File: src/rtl/decode_stage_if.sv
// ID-stage bundle: IF/ID inputs, WB write port, stall output and the ID/EX register outputs.
// master drives the ID/WB side and observes EX; slave is the decode stage itself.
interface decode_stage_if #(
    parameter int XLEN = 32
) ();
    logic [XLEN-1:0] PC_ID;
    logic [31:0]     INSTRUCTION_ID;
    logic            VALID_ID;
    logic            FLUSH_ID;
    logic            RegWrite_WB;
    logic [4:0]      RD_WB;
    logic [XLEN-1:0] ALU_DATA_WB;

    logic            STALL_ID;
    logic            VALID_EX;
    logic            RegWrite_EX;
    logic            MemtoReg_EX;
    logic            MemRead_EX;
    logic            MemWrite_EX;
    logic            ALUSrc_EX;
    logic            Branch_EX;
    logic [1:0]      ALUop_EX;
    logic [XLEN-1:0] PC_EX;
    logic [XLEN-1:0] IMM_EX;
    logic [XLEN-1:0] REG_DATA1_EX;
    logic [XLEN-1:0] REG_DATA2_EX;
    logic [4:0]      RS1_EX;
    logic [4:0]      RS2_EX;
    logic [4:0]      RD_EX;
    logic [2:0]      FUNCT3_EX;
    logic [6:0]      FUNCT7_EX;

    modport master (
        output PC_ID, INSTRUCTION_ID, VALID_ID, FLUSH_ID, RegWrite_WB, RD_WB, ALU_DATA_WB,
        input  STALL_ID, VALID_EX, RegWrite_EX, MemtoReg_EX, MemRead_EX, MemWrite_EX,
               ALUSrc_EX, Branch_EX, ALUop_EX, PC_EX, IMM_EX, REG_DATA1_EX, REG_DATA2_EX,
               RS1_EX, RS2_EX, RD_EX, FUNCT3_EX, FUNCT7_EX
    );

    modport slave (
        input  PC_ID, INSTRUCTION_ID, VALID_ID, FLUSH_ID, RegWrite_WB, RD_WB, ALU_DATA_WB,
        output STALL_ID, VALID_EX, RegWrite_EX, MemtoReg_EX, MemRead_EX, MemWrite_EX,
               ALUSrc_EX, Branch_EX, ALUop_EX, PC_EX, IMM_EX, REG_DATA1_EX, REG_DATA2_EX,
               RS1_EX, RS2_EX, RD_EX, FUNCT3_EX, FUNCT7_EX
    );
endinterface

File: src/rtl/decode_stage.sv
// Decode stage: opcode decode, bypassed register file, load-use stall detection and
// the ID/EX pipeline register with bubble insertion on stall or flush.
module decode_stage #(
    parameter int XLEN  = 32,
    parameter int NREGS = 32
) (
    input  logic          clk,
    input  logic          rst_n,
    decode_stage_if.slave bus
);
    localparam int RA = $clog2(NREGS);

    typedef struct packed {
        logic       reg_write;
        logic       mem_to_reg;
        logic       mem_read;
        logic       mem_write;
        logic       alu_src;
        logic       branch;
        logic [1:0] alu_op;
    } ctrl_t;

    logic [XLEN-1:0] regs [NREGS];
    logic [6:0]      opcode;
    logic [RA-1:0]   rs1, rs2, rd, wb_addr;
    logic            wb_en;
    logic            uses_rs1, uses_rs2;
    ctrl_t           ctrl_dec, ctrl_id, ctrl_ex;
    logic [XLEN-1:0] imm;
    logic [XLEN-1:0] rdata1, rdata2;
    logic            valid_ex;
    logic [4:0]      rd_ex;
    logic            haz;
    logic            stall;
    logic            unused_bits;

    assign opcode  = bus.INSTRUCTION_ID[6:0];
    assign rd      = bus.INSTRUCTION_ID[7 +: RA];
    assign rs1     = bus.INSTRUCTION_ID[15 +: RA];
    assign rs2     = bus.INSTRUCTION_ID[20 +: RA];
    assign wb_addr = bus.RD_WB[RA-1:0];
    assign wb_en   = bus.RegWrite_WB && (wb_addr != '0);

    // Upper address bits are dropped when NREGS < 32.
    assign unused_bits = ^{bus.RD_WB, bus.INSTRUCTION_ID};

    always_comb begin
        ctrl_dec = '0;
        uses_rs1 = 1'b0;
        uses_rs2 = 1'b0;
        imm      = '0;
        case (opcode)
            7'b0110011: begin
                ctrl_dec.reg_write = 1'b1;
                ctrl_dec.alu_op    = 2'b10;
                uses_rs1           = 1'b1;
                uses_rs2           = 1'b1;
            end
            7'b0010011: begin
                ctrl_dec.reg_write = 1'b1;
                ctrl_dec.alu_src   = 1'b1;
                ctrl_dec.alu_op    = 2'b10;
                uses_rs1           = 1'b1;
                imm = {{(XLEN-12){bus.INSTRUCTION_ID[31]}}, bus.INSTRUCTION_ID[31:20]};
            end
            7'b0000011: begin
                ctrl_dec.reg_write  = 1'b1;
                ctrl_dec.mem_read   = 1'b1;
                ctrl_dec.mem_to_reg = 1'b1;
                ctrl_dec.alu_src    = 1'b1;
                uses_rs1            = 1'b1;
                imm = {{(XLEN-12){bus.INSTRUCTION_ID[31]}}, bus.INSTRUCTION_ID[31:20]};
            end
            7'b0100011: begin
                ctrl_dec.mem_write = 1'b1;
                ctrl_dec.alu_src   = 1'b1;
                uses_rs1           = 1'b1;
                uses_rs2           = 1'b1;
                imm = {{(XLEN-12){bus.INSTRUCTION_ID[31]}}, bus.INSTRUCTION_ID[31:25],
                       bus.INSTRUCTION_ID[11:7]};
            end
            7'b1100011: begin
                ctrl_dec.branch = 1'b1;
                ctrl_dec.alu_op = 2'b01;
                uses_rs1        = 1'b1;
                uses_rs2        = 1'b1;
                imm = {{(XLEN-13){bus.INSTRUCTION_ID[31]}}, bus.INSTRUCTION_ID[31],
                       bus.INSTRUCTION_ID[7], bus.INSTRUCTION_ID[30:25],
                       bus.INSTRUCTION_ID[11:8], 1'b0};
            end
            default: begin
                ctrl_dec = '0;
            end
        endcase
    end

    assign ctrl_id = bus.VALID_ID ? ctrl_dec : '0;

    // Same-cycle write-back is forwarded so ID never sees a stale value.
    assign rdata1 = (rs1 == '0) ? '0 :
                    (wb_en && wb_addr == rs1) ? bus.ALU_DATA_WB : regs[rs1];
    assign rdata2 = (rs2 == '0) ? '0 :
                    (wb_en && wb_addr == rs2) ? bus.ALU_DATA_WB : regs[rs2];

    always_ff @(posedge clk or negedge rst_n) begin
        if (!rst_n) begin
            for (int i = 0; i < NREGS; i++) begin
                regs[i] <= '0;
            end
        end else if (wb_en) begin
            regs[wb_addr] <= bus.ALU_DATA_WB;
        end
    end

    assign haz = valid_ex && ctrl_ex.mem_read && (rd_ex != 5'd0) && bus.VALID_ID &&
                 ((uses_rs1 && rd_ex == 5'(rs1)) || (uses_rs2 && rd_ex == 5'(rs2)));
    assign stall = haz && !bus.FLUSH_ID;
    assign bus.STALL_ID = stall;

    // Bubbles clear only valid and control; the datapath fields are don't-care then.
    always_ff @(posedge clk or negedge rst_n) begin
        if (!rst_n) begin
            valid_ex         <= 1'b0;
            ctrl_ex          <= '0;
            rd_ex            <= '0;
            bus.PC_EX        <= '0;
            bus.IMM_EX       <= '0;
            bus.REG_DATA1_EX <= '0;
            bus.REG_DATA2_EX <= '0;
            bus.RS1_EX       <= '0;
            bus.RS2_EX       <= '0;
            bus.FUNCT3_EX    <= '0;
            bus.FUNCT7_EX    <= '0;
        end else if (bus.FLUSH_ID || stall) begin
            valid_ex <= 1'b0;
            ctrl_ex  <= '0;
        end else begin
            valid_ex         <= bus.VALID_ID;
            ctrl_ex          <= ctrl_id;
            rd_ex            <= 5'(rd);
            bus.PC_EX        <= bus.PC_ID;
            bus.IMM_EX       <= imm;
            bus.REG_DATA1_EX <= rdata1;
            bus.REG_DATA2_EX <= rdata2;
            bus.RS1_EX       <= 5'(rs1);
            bus.RS2_EX       <= 5'(rs2);
            bus.FUNCT3_EX    <= bus.INSTRUCTION_ID[14:12];
            bus.FUNCT7_EX    <= bus.INSTRUCTION_ID[31:25];
        end
    end

    assign bus.VALID_EX    = valid_ex;
    assign bus.RD_EX       = rd_ex;
    assign bus.RegWrite_EX = ctrl_ex.reg_write;
    assign bus.MemtoReg_EX = ctrl_ex.mem_to_reg;
    assign bus.MemRead_EX  = ctrl_ex.mem_read;
    assign bus.MemWrite_EX = ctrl_ex.mem_write;
    assign bus.ALUSrc_EX   = ctrl_ex.alu_src;
    assign bus.Branch_EX   = ctrl_ex.branch;
    assign bus.ALUop_EX    = ctrl_ex.alu_op;
endmodule

File: src/flat_wrapper.sv
// flat-port wrapper written by rule: the top's interface ports become plain ports
module decode_stage_flat 
#(
    parameter int XLEN  = 32,
    parameter int NREGS = 32
)
  (clk, rst_n, bus_PC_ID, bus_INSTRUCTION_ID, bus_VALID_ID, bus_FLUSH_ID, bus_RegWrite_WB, bus_RD_WB, bus_ALU_DATA_WB, bus_STALL_ID, bus_VALID_EX, bus_RegWrite_EX, bus_MemtoReg_EX, bus_MemRead_EX, bus_MemWrite_EX, bus_ALUSrc_EX, bus_Branch_EX, bus_ALUop_EX, bus_PC_EX, bus_IMM_EX, bus_REG_DATA1_EX, bus_REG_DATA2_EX, bus_RS1_EX, bus_RS2_EX, bus_RD_EX, bus_FUNCT3_EX, bus_FUNCT7_EX);
  decode_stage_if #(.XLEN(XLEN)) bus_i ();
  input  logic clk;
  input  logic rst_n;
  input wire logic [$bits(bus_i.PC_ID)-1:0] bus_PC_ID;
  input wire logic [$bits(bus_i.INSTRUCTION_ID)-1:0] bus_INSTRUCTION_ID;
  input wire logic [$bits(bus_i.VALID_ID)-1:0] bus_VALID_ID;
  input wire logic [$bits(bus_i.FLUSH_ID)-1:0] bus_FLUSH_ID;
  input wire logic [$bits(bus_i.RegWrite_WB)-1:0] bus_RegWrite_WB;
  input wire logic [$bits(bus_i.RD_WB)-1:0] bus_RD_WB;
  input wire logic [$bits(bus_i.ALU_DATA_WB)-1:0] bus_ALU_DATA_WB;
  output wire logic [$bits(bus_i.STALL_ID)-1:0] bus_STALL_ID;
  output wire logic [$bits(bus_i.VALID_EX)-1:0] bus_VALID_EX;
  output wire logic [$bits(bus_i.RegWrite_EX)-1:0] bus_RegWrite_EX;
  output wire logic [$bits(bus_i.MemtoReg_EX)-1:0] bus_MemtoReg_EX;
  output wire logic [$bits(bus_i.MemRead_EX)-1:0] bus_MemRead_EX;
  output wire logic [$bits(bus_i.MemWrite_EX)-1:0] bus_MemWrite_EX;
  output wire logic [$bits(bus_i.ALUSrc_EX)-1:0] bus_ALUSrc_EX;
  output wire logic [$bits(bus_i.Branch_EX)-1:0] bus_Branch_EX;
  output wire logic [$bits(bus_i.ALUop_EX)-1:0] bus_ALUop_EX;
  output wire logic [$bits(bus_i.PC_EX)-1:0] bus_PC_EX;
  output wire logic [$bits(bus_i.IMM_EX)-1:0] bus_IMM_EX;
  output wire logic [$bits(bus_i.REG_DATA1_EX)-1:0] bus_REG_DATA1_EX;
  output wire logic [$bits(bus_i.REG_DATA2_EX)-1:0] bus_REG_DATA2_EX;
  output wire logic [$bits(bus_i.RS1_EX)-1:0] bus_RS1_EX;
  output wire logic [$bits(bus_i.RS2_EX)-1:0] bus_RS2_EX;
  output wire logic [$bits(bus_i.RD_EX)-1:0] bus_RD_EX;
  output wire logic [$bits(bus_i.FUNCT3_EX)-1:0] bus_FUNCT3_EX;
  output wire logic [$bits(bus_i.FUNCT7_EX)-1:0] bus_FUNCT7_EX;
  assign bus_i.PC_ID = bus_PC_ID;
  assign bus_i.INSTRUCTION_ID = bus_INSTRUCTION_ID;
  assign bus_i.VALID_ID = bus_VALID_ID;
  assign bus_i.FLUSH_ID = bus_FLUSH_ID;
  assign bus_i.RegWrite_WB = bus_RegWrite_WB;
  assign bus_i.RD_WB = bus_RD_WB;
  assign bus_i.ALU_DATA_WB = bus_ALU_DATA_WB;
  assign bus_STALL_ID = bus_i.STALL_ID;
  assign bus_VALID_EX = bus_i.VALID_EX;
  assign bus_RegWrite_EX = bus_i.RegWrite_EX;
  assign bus_MemtoReg_EX = bus_i.MemtoReg_EX;
  assign bus_MemRead_EX = bus_i.MemRead_EX;
  assign bus_MemWrite_EX = bus_i.MemWrite_EX;
  assign bus_ALUSrc_EX = bus_i.ALUSrc_EX;
  assign bus_Branch_EX = bus_i.Branch_EX;
  assign bus_ALUop_EX = bus_i.ALUop_EX;
  assign bus_PC_EX = bus_i.PC_EX;
  assign bus_IMM_EX = bus_i.IMM_EX;
  assign bus_REG_DATA1_EX = bus_i.REG_DATA1_EX;
  assign bus_REG_DATA2_EX = bus_i.REG_DATA2_EX;
  assign bus_RS1_EX = bus_i.RS1_EX;
  assign bus_RS2_EX = bus_i.RS2_EX;
  assign bus_RD_EX = bus_i.RD_EX;
  assign bus_FUNCT3_EX = bus_i.FUNCT3_EX;
  assign bus_FUNCT7_EX = bus_i.FUNCT7_EX;
  decode_stage #(.XLEN(XLEN), .NREGS(NREGS)) u_core (.clk(clk), .rst_n(rst_n), .bus(bus_i));
endmodule
File: config.mk
export PLATFORM = sky130hd
export DESIGN_NAME = decode_stage_flat
export DESIGN_NICKNAME = d
export VERILOG_FILES = /design/src/rtl/decode_stage_if.sv /design/src/rtl/decode_stage.sv /design/src/flat_wrapper.sv
export SDC_FILE = /design/constraint.sdc
export NUM_CORES = 2
export LEC_CHECK = 0
export BUFFER_PORTS_ARGS = -buffer_cell sky130_fd_sc_hd__buf_2
export CORE_ASPECT_RATIO = 0.6
export CORE_MARGIN = 4
export CORE_UTILIZATION = 60
export DETAILED_ROUTE_END_ITERATION = 8
export PLACE_DENSITY = 0.74
export SLEW_MARGIN = 40
export SYNTH_ARGS = -nofsm -noshare
export SYNTH_HDL_FRONTEND = slang
export SYNTH_SLANG_ARGS = --single-unit
File: constraint.sdc
create_clock -name clk -period 2.9 [get_ports clk]
set_clock_uncertainty 0.2 [all_clocks]
set_input_delay 0.29 -clock clk [delete_from_list [all_inputs] [get_ports clk]]
set_output_delay 0.29 -clock clk [all_outputs]
set_load 0.02 [all_outputs]
Word level (Yosys, flattened, before mapping)
Index checks and enable logic that the tools add are counted.
{"block": "word_totals", "register_bits": 1186, "in_bits": 106, "output_inout_bits": 163, "wordCells": 114}
{"block": "classes", "n_lt_le_gt_ge": 4, "n_eq_ne": 9, "muxes": 25, "n_bitwise": 3, "n_reduce_logical": 24}
{"cell": "$bwmux W1024", "n": 1}
{"cell": "$bmux W32 S5", "n": 2}
{"cell": "$mux W32", "n": 9}
{"cell": "$demux W32 S5", "n": 1}
{"cell": "$pmux W32 S3", "n": 1}
{"cell": "$eq A5 B5 Y1", "n": 4}
{"cell": "$ge A6 B6 Y1 const B", "n": 3}
{"cell": "$not A5 Y6", "n": 3}
{"cell": "$mux W8", "n": 2}
{"cell": "$eq A7 B6 Y1 const B", "n": 2}
{"cell": "$logic_and A1 B1 Y1", "n": 11}
{"cell": "$logic_not A5 Y1", "n": 2}
{"cell": "$reduce_bool A5 Y1", "n": 2}
{"cell": "$reduce_or A3 Y1", "n": 3}
{"cell": "$eq A7 B2 Y1 const B", "n": 1}
{"cell": "$eq A7 B5 Y1 const B", "n": 1}
{"cell": "$eq A7 B7 Y1 const B", "n": 1}
{"cell": "$mux W1", "n": 7}
{"cell": "$lt A6 B1 Y1 const B", "n": 1}
{"cell": "$reduce_or A5 Y1", "n": 1}
{"cell": "$pmux W2 S2", "n": 1}
{"cell": "$reduce_or A2 Y1", "n": 2}
{"cell": "$logic_or A1 B1 Y1", "n": 2}
{"cell": "$mux W2", "n": 1}
{"cell": "$logic_not A1 Y1", "n": 1}

Logic depth before layout (Yosys ltp)
{"block": "logic_depth", "depth_word": 9, "mapped_depth": 10, "depth_no_buf": 6}

Worst setup path after synthesis
Ideal clock, no wire load.
{"block": "synth_path", "kind": "register -> register", "start": "reg u_core.rd_ex[1], in the netlist u_core.bus.RD_EX[1]", "end": "reg u_core.rd_ex[3], in the netlist u_core.bus.RD_EX[3]", "setup_time_ns": 0.128, "t_arrival_ns": 2.365, "required_ns": 2.572, "setup_slack_ns": 0.208, "path_stages_with_launch": 10, "path_buffers": 3, "synth_period_minus_slack_ns": 2.692, "path_cell_list": "dfrtp_1 > nor2b_1 > a2111oi_0 > nand3_1 > a2111oi_4 > or2_1 > buf_2 > buf_6 > buf_6 > mux2_1"}
{"block": "synth_between", "elab_chain_len": 6, "word_cells_on_any_way": 11, "classes_between": "eq/ne (2); reduce/logical (9)"}
{"item": "start, declared", "line": "decode_stage.sv:32", "text": "logic [4:0] rd_ex;"}
{"item": "start signal, assigned", "line": "decode_stage.sv:140", "text": "rd_ex <= 5'(rd);"}
{"item": "$eq A5 B5 Y1 / $reduce_bool A5 Y1 (equally long branches)", "line": "decode_stage.sv:116, decode_stage.sv:115"}
{"item": "$logic_and A1 B1 Y1 (on tied branches)", "line": "decode_stage.sv:116, decode_stage.sv:115"}
{"item": "$logic_or A1 B1 Y1 / $logic_and A1 B1 Y1 (equally long branches)", "line": "decode_stage.sv:116, decode_stage.sv:115"}
{"item": "$logic_and A1 B1 Y1 (*)", "line": "decode_stage.sv:115", "text": "assign haz = valid_ex && ctrl_ex.mem_read && (rd_ex != 5'd0) && bus.VALID_ID &&"}
{"item": "$logic_and A1 B1 Y1 (*)", "line": "decode_stage.sv:117", "text": "assign stall = haz && !bus.FLUSH_ID;"}
{"item": "$logic_or A1 B1 Y1 (*)", "line": "decode_stage.sv:134", "text": "end else if (bus.FLUSH_ID || stall) begin"}
Every way passes the cells marked *; elsewhere a longest branch is shown, timed or not.
A chain may end at the register's enable or synchronous reset.

Worst setup path after layout
{"block": "layout_path", "start": "reg u_core.rd_ex[4], in the netlist u_core.bus.RD_EX[4]", "end": "out bus_STALL_ID"}
{"block": "layout_between", "elab_chain_len": 5, "word_cells_on_any_way": 10, "classes_between": "eq/ne (2); reduce/logical (8)"}
{"item": "$eq A5 B5 Y1 / $reduce_bool A5 Y1 (equally long branches)", "line": "decode_stage.sv:116, decode_stage.sv:115"}
{"item": "$logic_and A1 B1 Y1 (on tied branches)", "line": "decode_stage.sv:116, decode_stage.sv:115"}
{"item": "$logic_or A1 B1 Y1 / $logic_and A1 B1 Y1 (equally long branches)", "line": "decode_stage.sv:116, decode_stage.sv:115"}
{"item": "$logic_and A1 B1 Y1 (*)", "line": "decode_stage.sv:115"}
{"item": "$logic_and A1 B1 Y1 (*)", "line": "decode_stage.sv:117"}
{"item": "end, declared", "line": "flat_wrapper.sv:18", "text": "output wire logic [$bits(bus_i.STALL_ID)-1:0] bus_STALL_ID;"}
Marked as above.

==> run_results.csv <==
group,metric,value,unit
finish,drive_above_1_share,53.8,%
timing,slew_headroom,48.9,%
clock_network,cts.path.max_buffers,3,
die,initial_utilization,61.0,%
routing,detail-route-antenna-nets,0,
routing,drc,0,
setup_path,crit_path_top_delay_cell,"a2111oi_4",
die,core_area,96900,µm²
clock_network,clk_latency,0.73,ns
global_routing,grt_pass1_vias,41100,
worst_hold_path,hold_path.class,"primary input to flop",
routing,routed_via_density,7.34,
clock_network,cts_tree,"done",
clock_network,htreeDepth,3,
yosys,synth_cells,3935,
global_routing,grt_use_total,37.9,%
yosys,synth_edf_count,0,
finish,syn2layout_area_growth,17.2,%
die,die-area,104000,µm²
routing,drtIter0Drc,5583,
yosys,synth_nets,4041,
finish,design_area,69200,µm²
routing,wl_per_cell,35.4,µm
setup_path,required,2.41,ns
timing,period_needed,3.15,ns
placed_design,dp_hpwl,120000,µm
power,totalPowerFinal,45.9,mW
power,cellLeakagePower,30.8,nW
finish,nets,4345,
timing,rsz0062_at_grt,"yes",
timing,setup_violations,124,
die,io_pins,269,
global_routing,grt_max_degree,86,
power,power_density,663,nW/µm²
die,die_x,413,µm
global_routing,antenna_found_initial,2,
clock_network,cts_sinks,1165,
yosys,ys.flop_type,"dfrtp_1",
global_routing,overflow,0,
timing,hold_viol,0,
outcome,status,"finished, violations left",
setup_path,arrival,2.66,ns
flow_run,maxCapViolCount,0,
yosys,yosys_warnings,0,
yosys,synth_area,59100,µm²
timing,setup_ws,-0.252,ns
timing,drv_slew,0,
clock_network,clockRootBuffer,"clkbuf_16",
yosys,async_reset_ff_share,100,%
placed_design,gp_congestion,0.882,
setup_path,max_stage_delay,0.45,ns
die,die_h,251,µm
timing,max_freq,0.317,GHz
yosys,synth.ff_latch_count,1165,
clock_network,clk_pin_slew_worst_paths,0.07,ns
routing,vias,41300,
timing,fin_crit_sh,109,%
timing,hold_ws,0.0241,ns
yosys,ys_seq_area_share,49.4,%
placed_design,place_area,63800,µm²
timing,tns,-17.19,ns
yosys,synth.avg_cell_area,15.0,µm²
power,max-vdd-ir-drop,545,µV
yosys,ys_types,49,
routing,dr.pass1.iters,5,
setup_path,crit_type,"flop to output port",
setup_path,crit_chain,"xor2_1 > nor4_1 > nand4_1 > a2111oi_4 > buf_6 > nor2b_4 > buf_6",
timing,worst_pin_slew,0.763,ns
setup_path,worst_path_most_repeated_cell,"buf_6",
outcome,violations,"setup timing",
finish,n_fill_cell,6262,
setup_path,critPathMaxFanout,4,
clock_network,cts_buffers,105,
setup_path,critPathCaptureType,"output port",
placed_design,portBuffers,268,
global_routing,grt_first_pass_wirelength,288000,µm
die,num_rows,88,
setup_path,cp-start-kind,"flop",
routing,routed_wl,200000,µm
[kinds of logic (layout without fill, tap and decap cells)]
kind of cell / count (synthesis) / in the layout / share of synthesized area [%]
multiplexers: 1632 / 1632 / 39.4
flip-flops: 1165 / 1165 / 49.4
XOR/XNOR: 16 / 16 / 0.237
other: 0 / 1 / 0
AO/OA/AOI/OAI: 436 / 436 / 5.51
AND/OR/NAND/NOR: 211 / 211 / 2.02
buffers and inverters: 475 / 863 / 3.47
[critical path: cells and delay by family (launching register included)]
family / cells / cell delay (ns)
buffers and inverters: 2 / 0.28
flip-flops: 1 / 0.43
AO/OA/AOI/OAI: 1 / 0.45
XOR/XNOR: 1 / 0.16
AND/OR/NAND/NOR: 3 / 0.61
[power breakdown]
part | total (mW) | switching [mW] | internal (mW)
combinational | 9.36 | 3.89 | 5.48
sequential | 21.6 | 2.41 | 19.2
clock | 15.0 | 6.60 | 8.39
[metrics by stage]
step                instances  utilization [%]  worst slack (ns)
finish                   5629             71.5            -0.252
global route             5628             71.5            -0.383
CTS                      5596             70.6            -0.190
detailed placement       5316             65.9            0.0322
global placement         5316             65.8           -0.0258
floorplan                3935                -             0.208
[path summary, 6_finish.rpt]
path | cells past startpoint | from | slack [ns] | end
max | 7 | u_core.bus.RD_EX[4]$_DFFE_PN0N_ | -0.25 | bus_STALL_ID
min | 2 | bus_ALU_DATA_WB[19] | 0.02 | u_core.regs[755]$_DFFE_PN0P_
max reg2reg | 12 | u_core.bus.RD_EX[3]$_DFFE_PN0N_ | -0.23 | u_core.bus.REG_DATA1_EX[1]$_DFFE_PN0N_
min reg2reg | 0 | u_core.regs[1011]$_DFFE_PN0P_ | 0.20 | u_core.regs[1011]$_DFFE_PN0P_
max in group asynchronous | 4 | rst_n | 1.66 | u_core.regs[591]$_DFFE_PN0P_
min in group asynchronous | 3 | rst_n | 0.16 | u_core.regs[706]$_DFFE_PN0P_
[state kept, by name (all words and copies together), names as in the netlist, 2 cells and up]
| register | count |
|---|---|
| u_core.bus.ALUop_EX | 2 |
| u_core.bus.FUNCT3_EX | 3 |
| u_core.bus.FUNCT7_EX | 7 |
| u_core.bus.IMM_EX | 13 |
| u_core.bus.PC_EX | 32 |
| u_core.bus.RD_EX | 5 |
| u_core.bus.REG_DATA1_EX | 32 |
| u_core.bus.REG_DATA2_EX | 32 |
| u_core.bus.RS1_EX | 5 |
| u_core.bus.RS2_EX | 5 |
| u_core.regs | 1024 |
[metal layers]
metal  global-route usage, %  wire [µm]  up-vias
li1                        -          -    16000
met1                    54.2      77900    21800
met2                    54.0      86100     2861
met3                    13.4      26700      596
met4                    14.2       8850        2
met5                       0         13        -
[cells in the mapped netlist, drive strengths merged (15+ instances only)]
master  count  share of area (%)
dfrtp    1165                 49
mux2     1054                 20
mux4      449                 17
clkbuf    288                1.8
buf       186                1.6
o22ai     159                1.7
mux2i     129                2.2
a221o      64                1.1
nor3       63               0.53
a22oi      50               0.64
a22o       42               0.62
a211oi     33               0.42
or4        33               0.42
o221ai     32               0.47
a21oi      28               0.24
nand2      28               0.18
nor2       24               0.15
o21ai      15               0.13
[cell usage in the layout (no fill, tap or decap), types with 6 or more instances in the layout]
master,n
a221o_1,64
buf_8,8
o22ai_1,159
buf_4,179
mux2i_1,129
a22o_1,42
a2111oi_0,6
a211oi_1,33
clkbuf_16,120
o21ai_0,9
mux2_2,1000
clkbuf_8,26
buf_6,11
clkinv_2,13
clkbuf_1,18
buf_12,113
nor3_1,60
nor4_1,7
mux2_4,52
nand2_2,14
nand2_1,9
buf_2,260
dfrtp_1,1164
nor2_4,14
mux4_2,449
nor2_1,10
a22oi_1,50
nand3b_1,8
a21oi_1,28
o221ai_1,32
dlygate4sd3_1,82
clkinvlp_4,8
xor2_1,11
or4_1,32
bufinv_16,11
o21ai_1,6
[final cells by class]
type	instances	area (µm²)	share of cell area [%]
sequential	1165	29200	42.1
multi-input combinational	2295	28400	41.0
timing repair buffer	671	6430	9.29
clock buffer	150	3080	4.45
tap	1305	1630	2.36
clock inverter	41	553	0.799
inverter	1	3.75	0.00542
antenna	1	2.50	0.00361
[timing repair]
action	4_1_cts	5_1_grt
hold buffers	83	0
setup endpoints to repair	2	104
gates resized for setup	11	92
setup buffers	6	16
endpoints found under the hold margin	928	0
gates cloned	0	16
pin swaps	4	26
(Power assumes the default switching activity.)
